File: src/rtl/seg_pkg.sv
// Shared types and constants for the multiplexed 7-segment scan path.
// Glyph bits are active-high {g,f,e,d,c,b,a}; panel polarity is applied later.
package seg_pkg;

  typedef logic [6:0] glyph_t;

  typedef enum logic {
    SLOT_BLANK = 1'b0,
    SLOT_SHOW  = 1'b1
  } slot_e;

  localparam glyph_t SEG_OFF = 7'h00;

  // Hex glyphs 0-9, A, b, C, d, E, F
  localparam glyph_t SEG_HEX [16] = '{
    7'h3F, 7'h06, 7'h5B, 7'h4F, 7'h66, 7'h6D, 7'h7D, 7'h07,
    7'h7F, 7'h6F, 7'h77, 7'h7C, 7'h39, 7'h5E, 7'h79, 7'h71
  };

endpackage

File: src/rtl/seg_hex_decode.sv
// Combinational nibble to hex-glyph decoder (active-high segments).
module seg_hex_decode
  import seg_pkg::*;
(
  input  logic [3:0] nib_i,
  output glyph_t     glyph_o
);

  assign glyph_o = SEG_HEX[nib_i];

endmodule

File: src/rtl/seg_scan_ctrl.sv
// Multiplexed common-anode 7-segment scanner: dwell/blank slot timing, per-digit
// enable/DP/blink masks, leading-zero blanking and frame-coherent input snapshots.
module seg_scan_ctrl
  import seg_pkg::*;
#(
  parameter int NUM_DIGITS = 8,
  parameter int CLK_HZ     = 50_000_000,
  parameter int SCAN_HZ    = 1000,
  parameter int BLANK_CYC  = 64,
  parameter int ACTIVE_LOW = 1
) (
  input  logic                    clk,
  input  logic                    rst_n,
  input  logic [4*NUM_DIGITS-1:0] digits_i,
  input  logic [NUM_DIGITS-1:0]   dp_i,
  input  logic [NUM_DIGITS-1:0]   en_i,
  input  logic [NUM_DIGITS-1:0]   blink_mask_i,
  input  logic                    blink_phase_i,
  input  logic                    lzb_en_i,
  output logic [7:0]              seg_o,
  output logic [NUM_DIGITS-1:0]   an_o,
  output logic                    frame_o
);

  localparam int DWELL_CYC = CLK_HZ / SCAN_HZ;
  localparam int CNT_W     = (DWELL_CYC > 1) ? $clog2(DWELL_CYC) : 1;
  localparam int IDX_W     = $clog2(NUM_DIGITS);

  localparam logic [CNT_W-1:0] CNT_MAX   = CNT_W'(DWELL_CYC - 1);
  localparam logic [CNT_W-1:0] CNT_BLANK = CNT_W'(BLANK_CYC);
  localparam logic [IDX_W-1:0] IDX_MAX   = IDX_W'(NUM_DIGITS - 1);

  localparam logic                  POL      = (ACTIVE_LOW != 0);
  localparam logic [NUM_DIGITS-1:0] AN_IDLE  = {NUM_DIGITS{POL}};
  localparam logic [7:0]            SEG_IDLE = {8{POL}};

  if (DWELL_CYC <= BLANK_CYC) begin : g_bad_dwell
    $error("seg_scan_ctrl: DWELL_CYC must be greater than BLANK_CYC");
  end
  if (NUM_DIGITS < 2 || NUM_DIGITS > 16) begin : g_bad_digits
    $error("seg_scan_ctrl: NUM_DIGITS must be in 2..16");
  end

  logic [CNT_W-1:0]        cnt_q, cnt_d;
  logic [IDX_W-1:0]        idx_q, idx_d;
  logic [4*NUM_DIGITS-1:0] snap_digits_q;
  logic [NUM_DIGITS-1:0]   snap_dp_q, snap_en_q, snap_blink_q;
  logic                    snap_phase_q, snap_lzb_q;
  logic [NUM_DIGITS-1:0]   an_q, an_d;
  logic [7:0]              seg_q, seg_d;
  logic                    frame_q;

  logic                    snap_now_s;
  slot_e                   slot_s;
  logic [3:0]              nib_s;
  glyph_t                  glyph_s;
  logic [NUM_DIGITS-1:0]   nz_s, lz_s;
  logic                    dark_s;

  assign snap_now_s = (idx_q == '0) && (cnt_q == '0);
  assign slot_s     = (cnt_q >= CNT_BLANK) ? SLOT_SHOW : SLOT_BLANK;
  assign nib_s      = snap_digits_q[{idx_q, 2'b00} +: 4];

  seg_hex_decode u_hex (
    .nib_i   (nib_s),
    .glyph_o (glyph_s)
  );

  // Dwell counter and digit index advance
  always_comb begin
    cnt_d = cnt_q;
    idx_d = idx_q;
    if (cnt_q == CNT_MAX) begin
      cnt_d = '0;
      if (idx_q == IDX_MAX) begin
        idx_d = '0;
      end else begin
        idx_d = idx_q + IDX_W'(1);
      end
    end else begin
      cnt_d = cnt_q + CNT_W'(1);
    end
  end

  // Leading-zero map: digit k is LZ-blankable when nothing at or above it is nonzero or has a DP
  always_comb begin
    nz_s = '0;
    lz_s = '0;
    for (int k = 0; k < NUM_DIGITS; k++) begin
      nz_s[k] = (snap_digits_q[4*k +: 4] != 4'h0) || snap_dp_q[k];
    end
    for (int k = 0; k < NUM_DIGITS; k++) begin
      lz_s[k] = ((nz_s >> k) == '0);
    end
  end

  assign dark_s = !snap_en_q[idx_q]
               || (snap_blink_q[idx_q] && snap_phase_q)
               || (snap_lzb_q && lz_s[idx_q] && (idx_q != '0));

  // Active-high next values for anodes and segments
  always_comb begin
    an_d  = '0;
    seg_d = {1'b0, SEG_OFF};
    case (slot_s)
      SLOT_SHOW: begin
        if (!dark_s) begin
          an_d  = NUM_DIGITS'(1) << idx_q;
          seg_d = {snap_dp_q[idx_q], glyph_s};
        end else begin
          an_d  = '0;
          seg_d = {1'b0, SEG_OFF};
        end
      end
      SLOT_BLANK: begin
        an_d  = '0;
        seg_d = {1'b0, SEG_OFF};
      end
      default: begin
        an_d  = '0;
        seg_d = {1'b0, SEG_OFF};
      end
    endcase
  end

  // Slot timing, frame snapshot and polarity-corrected output registers
  always_ff @(posedge clk or negedge rst_n) begin
    if (!rst_n) begin
      cnt_q         <= '0;
      idx_q         <= '0;
      snap_digits_q <= '0;
      snap_dp_q     <= '0;
      snap_en_q     <= '0;
      snap_blink_q  <= '0;
      snap_phase_q  <= 1'b0;
      snap_lzb_q    <= 1'b0;
      an_q          <= AN_IDLE;
      seg_q         <= SEG_IDLE;
      frame_q       <= 1'b0;
    end else begin
      cnt_q   <= cnt_d;
      idx_q   <= idx_d;
      frame_q <= snap_now_s;
      if (snap_now_s) begin
        snap_digits_q <= digits_i;
        snap_dp_q     <= dp_i;
        snap_en_q     <= en_i;
        snap_blink_q  <= blink_mask_i;
        snap_phase_q  <= blink_phase_i;
        snap_lzb_q    <= lzb_en_i;
      end
      an_q  <= an_d ^ AN_IDLE;
      seg_q <= seg_d ^ SEG_IDLE;
    end
  end

  assign an_o    = an_q;
  assign seg_o   = seg_q;
  assign frame_o = frame_q;

endmodule

File: config.mk
export PLATFORM = sky130hd
export DESIGN_NAME = seg_scan_ctrl
export DESIGN_NICKNAME = d
export VERILOG_FILES = /design/src/rtl/seg_pkg.sv /design/src/rtl/seg_hex_decode.sv /design/src/rtl/seg_scan_ctrl.sv
export SDC_FILE = /design/constraint.sdc
export NUM_CORES = 1
export LEC_CHECK = 0
export CORE_MARGIN = 4
export CORE_UTILIZATION = 57
export CTS_CLUSTER_DIAMETER = 30
export DETAILED_ROUTE_END_ITERATION = 6
export PLACE_DENSITY = 0.83
export SLEW_MARGIN = 10
export SYNTH_ARGS = -nofsm -noshare
export SYNTH_HDL_FRONTEND = slang
export SYNTH_SLANG_ARGS = --single-unit
File: constraint.sdc
create_clock -name clk -period 7.1 [get_ports clk]
set_clock_uncertainty 0.2 [all_clocks]
set_input_delay 1.42 -clock clk [delete_from_list [all_inputs] [get_ports clk]]
set_output_delay 1.42 -clock clk [all_outputs]
set_load 0.02 [all_outputs]
==> results of run 1 <==
-- per-layer routing --
layer  global-route usage  routed length, um
met5                    0                  0
met4               0.0575                166
met3               0.0524                533
met2                0.350               4650
met1                0.267               3950
-- sequential cells by signal, indices dropped and copies added (netlist names) --
name / cells
frame_o: 1
snap_blink_q: 8
an_o: 8
snap_lzb_q: 1
idx_q: 3
snap_dp_q: 8
snap_digits_q: 32
cnt_q: 16
seg_o: 8
snap_en_q: 8
snap_phase_q: 1
-- power breakdown --
part / switching [mW] / internal [mW] / total, mW / leakage, nW
Combinational: 0.0305 / 0.0542 / 0.0847 / 1.10
Sequential: 0.0142 / 0.552 / 0.566 / 1.11
Clock: 0.177 / 0.148 / 0.325 / 0.0869
-- worst max-delay path: cells and delay by family, from the launching register on --
| family | cells | cell delay [ps] |
|---|---|---|
| and+or+nand+nor | 2 | 200 |
| muxes | 3 | 1870 |
| DFF | 1 | 1040 |
-- cell families after synthesis --
group | share of synthesized area
simple gates | 0.107
flops | 0.522
buf+inv | 0.0295
compound gates | 0.0408
fa+ha+maj | 0.0386
mux | 0.239
xor+xnor | 0.0231
-- layout make-up --
class,count,share of cell area
inverter,10,0.00680
timing repair buffer,78,0.140
clock inverter,2,0.00294
multi-input combinational,225,0.368
tap,102,0.0231
clock buffer,14,0.0294
sequential,94,0.429
-- through the flow --
step,util,power (mW)
2_1_floorplan,-,0.606
3_3_place_gp,0.692,0.658
3_5_place_dp,0.692,0.662
4_1_cts,0.715,0.986
5_1_grt,0.715,1.02
6_report,0.715,0.976
-- worst max path at each step --
stage                     to  cells past startpoint
floorplan           seg_o[3]                      9
global placement    seg_o[4]                      5
detailed placement  seg_o[3]                      5
CTS                 seg_o[3]                      5
global route        seg_o[4]                      5
finish              seg_o[3]                      5
-- cells in the final DEF, fill, tap and decap left out, types with 2 or more instances in the layout --
cell type        instances
clkbuf_1                 3
a21oi_1                  7
nor4_1                   5
clkdlybuf4s50_1         75
ha_1                    14
dfrtp_1                 78
xor2_1                   5
dfstp_2                 16
nand2b_1                 3
buf_4                    3
nand3_1                 17
and4_1                   2
mux2_4                   9
o21ai_0                  4
inv_1                   10
mux4_2                  14
mux2_2                  50
and3_1                   3
nand2_1                 22
a31oi_1                  2
or4_1                    5
mux2i_1                  7
or4_4                    3
xnor2_1                  7
nor2b_1                  4
nor3_1                   7
nand4_1                  4
clkbuf_8                11
o22a_1                   2
a22o_1                   2
nor2_1                  14
==> metrics.cfg, run 1 <==
[hold_path]
hold_start = cnt_q[7]
hold_path.class = reg2reg
min_path_cells = 1
hold_path_end = cnt_q[7]

[routing]
drt_iter0_drc = 142
vias = 3028
route.detailed.drc = 0
finalWirelength_um = 9300
drt_first_pass_iters = 4
drtAntennaViolNets = 0
wire_per_inst_um = 17.7
vias_per_cell = 5.77

[cts]
clock-sinks = 94
cts.clk_slew.worst_paths_ps = 90
cts_tree = yes
cts-hold-fix-buffers = 0
cts_buffer_depth = 2
cts_repair_resize_count = 0
cts_buffers = 9
cts-root-buf = clkbuf_8
cts_setup_buffers = 0
htreeDepth = 3
clock_latency_ps = 360

[synth]
yosys.cell_types.count = 44
yosysTopAreaCell = dfrtp_1
synthCells = 346
ys_ff_latch = 94
synth.cell_area_sq_um = 4540
synth_flop_cell = dfrtp_1
synthTopCellsByCount = dfrtp_1, mux2_2, nand2_1
synth_most_common_cell = dfrtp_1
yosys_warnings = 0
yosys-top-cells-area = dfrtp_1, mux2_2, dfstp_2
synth_fp_nets = 420
async_reset_ff_frac = 1.00
synth_edf_count = 0
synth_top_area_frac = 0.430
synth_area_per_cell_sq_um = 13.1
ys_seq_area_frac = 0.522

[layout]
seqCellArea_sq_um = 2370
stdcell_count = 525
drive_above_1_share = 0.255
antenna_cells = 0
syn2layout_area_growth_pct = 21.7
nNetsFinal = 492
multi_input_area_sq_um = 2030
fill_cells = 535
design_area_sq_um = 5520

[timing]
final_hold_viol_count = 0
fin_ws_ps = 3650
tightestPinTransition_ps = 1060
slew_headroom = 0.275
fin_tns_setup_ps = 0
fin_hold_ws_ps = 311
fin_crit_ps = 3450
final_max_slew_viol_count = 0
fin_crit_sh = 0.485
setup_viol = 0
fmax_mhz = 290
rsz0062_at_grt = false

[setup_path]
cp.required_ps = 7130
slowest_delay_ps = 1040
r2r-end = seg_o[3]
cpMaxStageDelayCell = dfrtp_1
startpoint_type = register
rr_worst_depth = 5
cp-end-kind = register
crit_arrival_ps = 3480
startpoint = idx_q[0]
crit_type = reg2reg
worstPathMaxFanout = 21
crit_chain = mux4_2 -> mux2i_1 -> mux2_2 -> nand2_1 -> nand4_1
ff2ff_setup_slack_ps = 3650
worstReg2RegStart = idx_q[0]

[placement]
io_buffers = 76
placed_area_sq_um = 5350
dp_cells = 509
hpwl_um = 6960
gp_congestion = 0.834
dp_worst_setup_slack_ps = 3640

[floorplanning]
start_util = 0.588
ioPinCount = 77
die_height_um = 97.3
dieArea_sq_um = 9460
die_width_um = 97.3
core_sq_um = 7730
rows = 32

[grt]
antenna_found_initial = 0
grt_max_degree = 60
grt_pass1_vias = 3165
track_usage = 0.207
gr-total-overflow = 0
grt_pass1_wl_um = 15700

[power]
power.leakage_nw = 2.30
powerDensity_nw_per_um2 = 177
vdd_drop_max_uv = 97.1

[run]
cap_violations = 0

[status]
status = finished, final reports clean

(Power assumes the default switching activity.)
==> run 2: changes to the inputs <==
CORE_UTILIZATION = 53   (was 57)
PLACE_DENSITY = 0.78   (was 0.83)
clock period = 3.38 ns   (was 7.1 ns; I/O delays follow)
==> metrics.cfg, run 2 (synthesis gave the netlist of run 1 again) <==
[status]
status = finished, final reports clean

[routing]
vias = 3087
drtAntennaViolNets = 0
drt_iter0_drc = 147
route.detailed.drc = 0
drt_first_pass_iters = 4
wire_per_inst_um = 17.1
vias_per_cell = 5.72
finalWirelength_um = 9260

[cts]
clock-sinks = 94
cts-hold-fix-buffers = 0
cts_tree = yes
htreeDepth = 3
cts_repair_resize_count = 0
clock_latency_ps = 370
cts_buffers = 9
cts_buffer_depth = 2
cts-root-buf = clkbuf_8
cts.clk_slew.worst_paths_ps = 100
cts_setup_buffers = 0

[layout]
final_common_cell = dfrtp_1
antenna_cells = 0
top_register = snap_digits_q
largest_reg_flops = 32
fill_cells = 623
fin_util = 0.681
reg_top3 = snap_digits_q: 32 flops, cnt_q: 16 flops
final_cell_mix = dfrtp_1, clkdlybuf4s50_1, mux2_2
nNetsFinal = 504
drive_above_1_share = 0.283
syn2layout_area_growth_pct = 23.9

[timing]
slew_headroom = 0.349
fin_crit_ps = 3000
final_max_slew_viol_count = 0
fmax_mhz = 334
setup_viol = 0
fin_tns_setup_ps = 0
final_hold_viol_count = 0
rsz0062_at_grt = false
tightestPinTransition_ps = 976
fin_crit_sh = 0.886

[grt]
antenna_found_initial = 0
grt_max_degree = 81
grt_pass1_wl_um = 15400
gr-total-overflow = 0
track_usage = 0.196
grt_pass1_vias = 3174

[placement]
io_buffers = 76
hpwl_um = 6980
gp_congestion = 0.875

[power]
switching_share = 0.248
clock_power_share = 0.340
power.share.sequential = 0.574
powerDensity_nw_per_um2 = 368
power.leakage_nw = 2.36
vdd_drop_max_uv = 195
p_int_mw = 1.56
pwr-share-comb = 0.086
switching_power_mw = 0.513

[run]
cap_violations = 0

[setup_path]
crit_arrival_ps = 3050
cp-end-kind = register
startpoint_type = register
crit_type = reg2reg
cp.required_ps = 3440
worstPathMaxFanout = 38

[hold_path]
hold_path.class = in2async

[floorplanning]
die_height_um = 101
core_sq_um = 8260
start_util = 0.550
rows = 33
dieArea_sq_um = 10100
ioPinCount = 77
die_width_um = 101

run 2: cell count changes in the layout (fill, tap and decap cells not counted), sizes merged:
| cell | change |
|---|---|
| buf | +12 |
| clkbuf | -5 |
| inv | +4 |
| clkinv | +1 |
run 2: area by class of cell:
cell class                      count  area [sq um]  area share
Multi-Input combinational cell    225          2030       0.362
Inverter                           10          37.5     0.00667
Timing Repair Buffer               90           863       0.153
Clock buffer                        9           124      0.0220
Sequential cell                    94          2370       0.422
Tap cell                          105           131      0.0234
Clock inverter                      7          62.6      0.0111
run 2: path summary, 6_finish.rpt:
kind / endpoint / start / slack (ps) / cells past startpoint
setup reg to reg: snap_digits_q[30] / cnt_q[13] / 380 / 5
min in group clk: cnt_q[11] / cnt_q[11] / 300 / 1
hold reg to reg: cnt_q[11] / cnt_q[11] / 300 / 1
setup / recovery: snap_digits_q[30] / cnt_q[13] / 380 / 5
max in group asynchronous: seg_o[2] / rst_n / 1860 / 2
hold / removal: snap_blink_q[5] / rst_n / 230 / 1
run 2: power groups by stage:
stage / Sequential [mW] / Clock [mW] / Combinational [mW]
2_1_floorplan: 1.20 / 0 / 0.0755
3_3_place_gp: 1.21 / 0 / 0.176
3_5_place_dp: 1.21 / 0 / 0.181
4_1_cts: 1.19 / 0.723 / 0.181
5_1_grt: 1.19 / 0.765 / 0.195
6_report: 1.19 / 0.704 / 0.178
run 2: worst max-delay path: stages, from the launching register on:
cell     delay, ps
dfrtp_1        430
or4_4          550
or4_4          510
or4_4          540
buf_4          300
mux2_4         350
run 2: through the flow:
stage          std cells  hold slack, ps  cell area [sq um]  setup WS [ps]  power, mW
3_5_place_dp         524             288               5440            403       1.39
4_1_cts              540             282               5630            379       2.09
3_3_place_gp         524             282               5440            449       1.38
5_1_grt              540             318               5630            275       2.15
2_1_floorplan        346             180               4540            296       1.27
6_report             540             235               5630            384       2.07
run 2: layer usage:
| metal | up-vias | global-route usage | share of wire |
|---|---|---|---|
| met1 | 1528 | 0.257 | 0.44 |
| li1 | 1434 | - | - |
| met5 | - | 0 | 0 |
| met4 | 0 | 0.0850 | 0.022 |
| met3 | 20 | 0.0388 | 0.054 |
| met2 | 105 | 0.318 | 0.48 |
==> run 3: changes to the inputs <==
MAX_ROUTING_LAYER = met4   (was unset)
==> metrics.cfg, run 3 (synthesis gave the netlist of run 1 again) <==
[routing]
wire_per_inst_um = 17.3
finalWirelength_um = 9330
vias_per_cell = 5.69
vias = 3074
drt_first_pass_iters = 4
drt_iter0_drc = 142
drtAntennaViolNets = 0
route.detailed.drc = 0

[grt]
gr-total-overflow = 0
antenna_found_initial = 0
grt_max_degree = 81
grt_pass1_vias = 3163
grt_pass1_wl_um = 15400
track_usage = 0.202

[layout]
final_cell_mix = dfrtp_1, clkdlybuf4s50_1, mux2_2
nNetsFinal = 504
largest_reg_flops = 32
syn2layout_area_growth_pct = 23.9
antenna_cells = 0
reg_top3 = snap_digits_q: 32 flops, cnt_q: 16 flops
fin_util = 0.681
drive_above_1_share = 0.283
final_common_cell = dfrtp_1
design_area_sq_um = 5630
top_register = snap_digits_q

[setup_path]
path_buf_inv = 1
ff2ff_setup_slack_ps = 380
cp_top_family = simple AND/OR/NAND/NOR gates
r2r-end = snap_digits_q[24]
worstPathMaxFanout = 38
worstReg2RegStart = cnt_q[13]
cp.required_ps = 3440
crit_chain = or4_4 -> or4_4 -> or4_4 -> buf_4 -> mux2_4
startpoint_type = register
crit_arrival_ps = 3050
rr_worst_depth = 5
crit_type = reg2reg
cpMaxStageDelayCell = or4_4
cp_common_cell = or4_4
slowest_delay_ps = 550
cp-end-kind = register

[floorplanning]
die_width_um = 101
core_sq_um = 8260
ioPinCount = 77
rows = 33
start_util = 0.550
dieArea_sq_um = 10100
die_height_um = 101

[timing]
final_max_slew_viol_count = 0
fmax_mhz = 334
fin_tns_setup_ps = 0
fin_ws_ps = 383
final_hold_viol_count = 0
fin_hold_ws_ps = 247
setup_viol = 0
tightestPinTransition_ps = 977
fin_crit_sh = 0.887
rsz0062_at_grt = false
fin_crit_ps = 3000
slew_headroom = 0.349

[cts]
cts_tree = yes
cts_buffer_depth = 2
cts_buffers = 9
cts_setup_buffers = 0
cts.clk_slew.worst_paths_ps = 100
htreeDepth = 3
clock-sinks = 94
cts-root-buf = clkbuf_8
clock_latency_ps = 370
cts_repair_resize_count = 0
cts-hold-fix-buffers = 0

[power]
switching_share = 0.250
power.leakage_nw = 2.36
vdd_drop_max_uv = 195
powerDensity_nw_per_um2 = 369
power.share.sequential = 0.572
pwr-share-comb = 0.086
p_int_mw = 1.56
clock_power_share = 0.342
switching_power_mw = 0.520

[run]
cap_violations = 0

[status]
status = finished, final reports clean

[placement]
gp_congestion = 0.889
placed_area_sq_um = 5440
hpwl_um = 6980
io_buffers = 76
dp_worst_setup_slack_ps = 403

[hold_path]
hold_path.class = in2async

-- run 3: how the worst max path moves through the flow --
stage	end	cells past startpoint	slack [ps]	startpoint
2_1_floorplan	seg_o[3]	9	300	idx_q[0]
3_3_place_gp	snap_digits_q[22]	5	450	cnt_q[13]
3_5_place_dp	snap_digits_q[30]	5	400	cnt_q[13]
4_1_cts	snap_digits_q[28]	5	380	cnt_q[13]
5_1_grt	seg_o[3]	7	270	idx_q[0]
6_report	snap_digits_q[24]	5	380	cnt_q[13]
-- run 3: layout make-up --
class                           instances  area (sq um)
Clock buffer                            9           124
Multi-Input combinational cell        225          2030
Tap cell                              105           131
Timing Repair Buffer                   90           863
Sequential cell                        94          2370
Inverter                               10          37.5
Clock inverter                          7          62.6
Fill cell                             623          2630
-- run 3: worst register-to-register path, delay by kind of cell, from the launching register on --
family	cells	cell delay, ps
buffers and inverters	1	300
and+or+nand+nor	3	1590
muxes	1	360
DFF	1	430
-- run 3: power groups by stage --
stage / sequential, mW / clock (mW) / combinational (mW)
2_1_floorplan: 1.20 / 0 / 0.0755
3_3_place_gp: 1.21 / 0 / 0.176
3_5_place_dp: 1.21 / 0 / 0.181
4_1_cts: 1.19 / 0.723 / 0.181
5_1_grt: 1.19 / 0.768 / 0.195
6_report: 1.19 / 0.711 / 0.178
-- run 3: stage by stage --
step           instances  total power, mW
6_report             540             2.08
5_1_grt              540             2.16
4_1_cts              540             2.09
3_5_place_dp         524             1.39
3_3_place_gp         524             1.38
2_1_floorplan        346             1.27
-- run 3: per-layer routing --
metal	routed length [um]	vias up	GRT usage
met1	4100	1524	0.259
li1	-	1437	-
met3	501	14	0.0388
met4	159	0	0.0850
met2	4560	99	0.318
met5	0	-	-
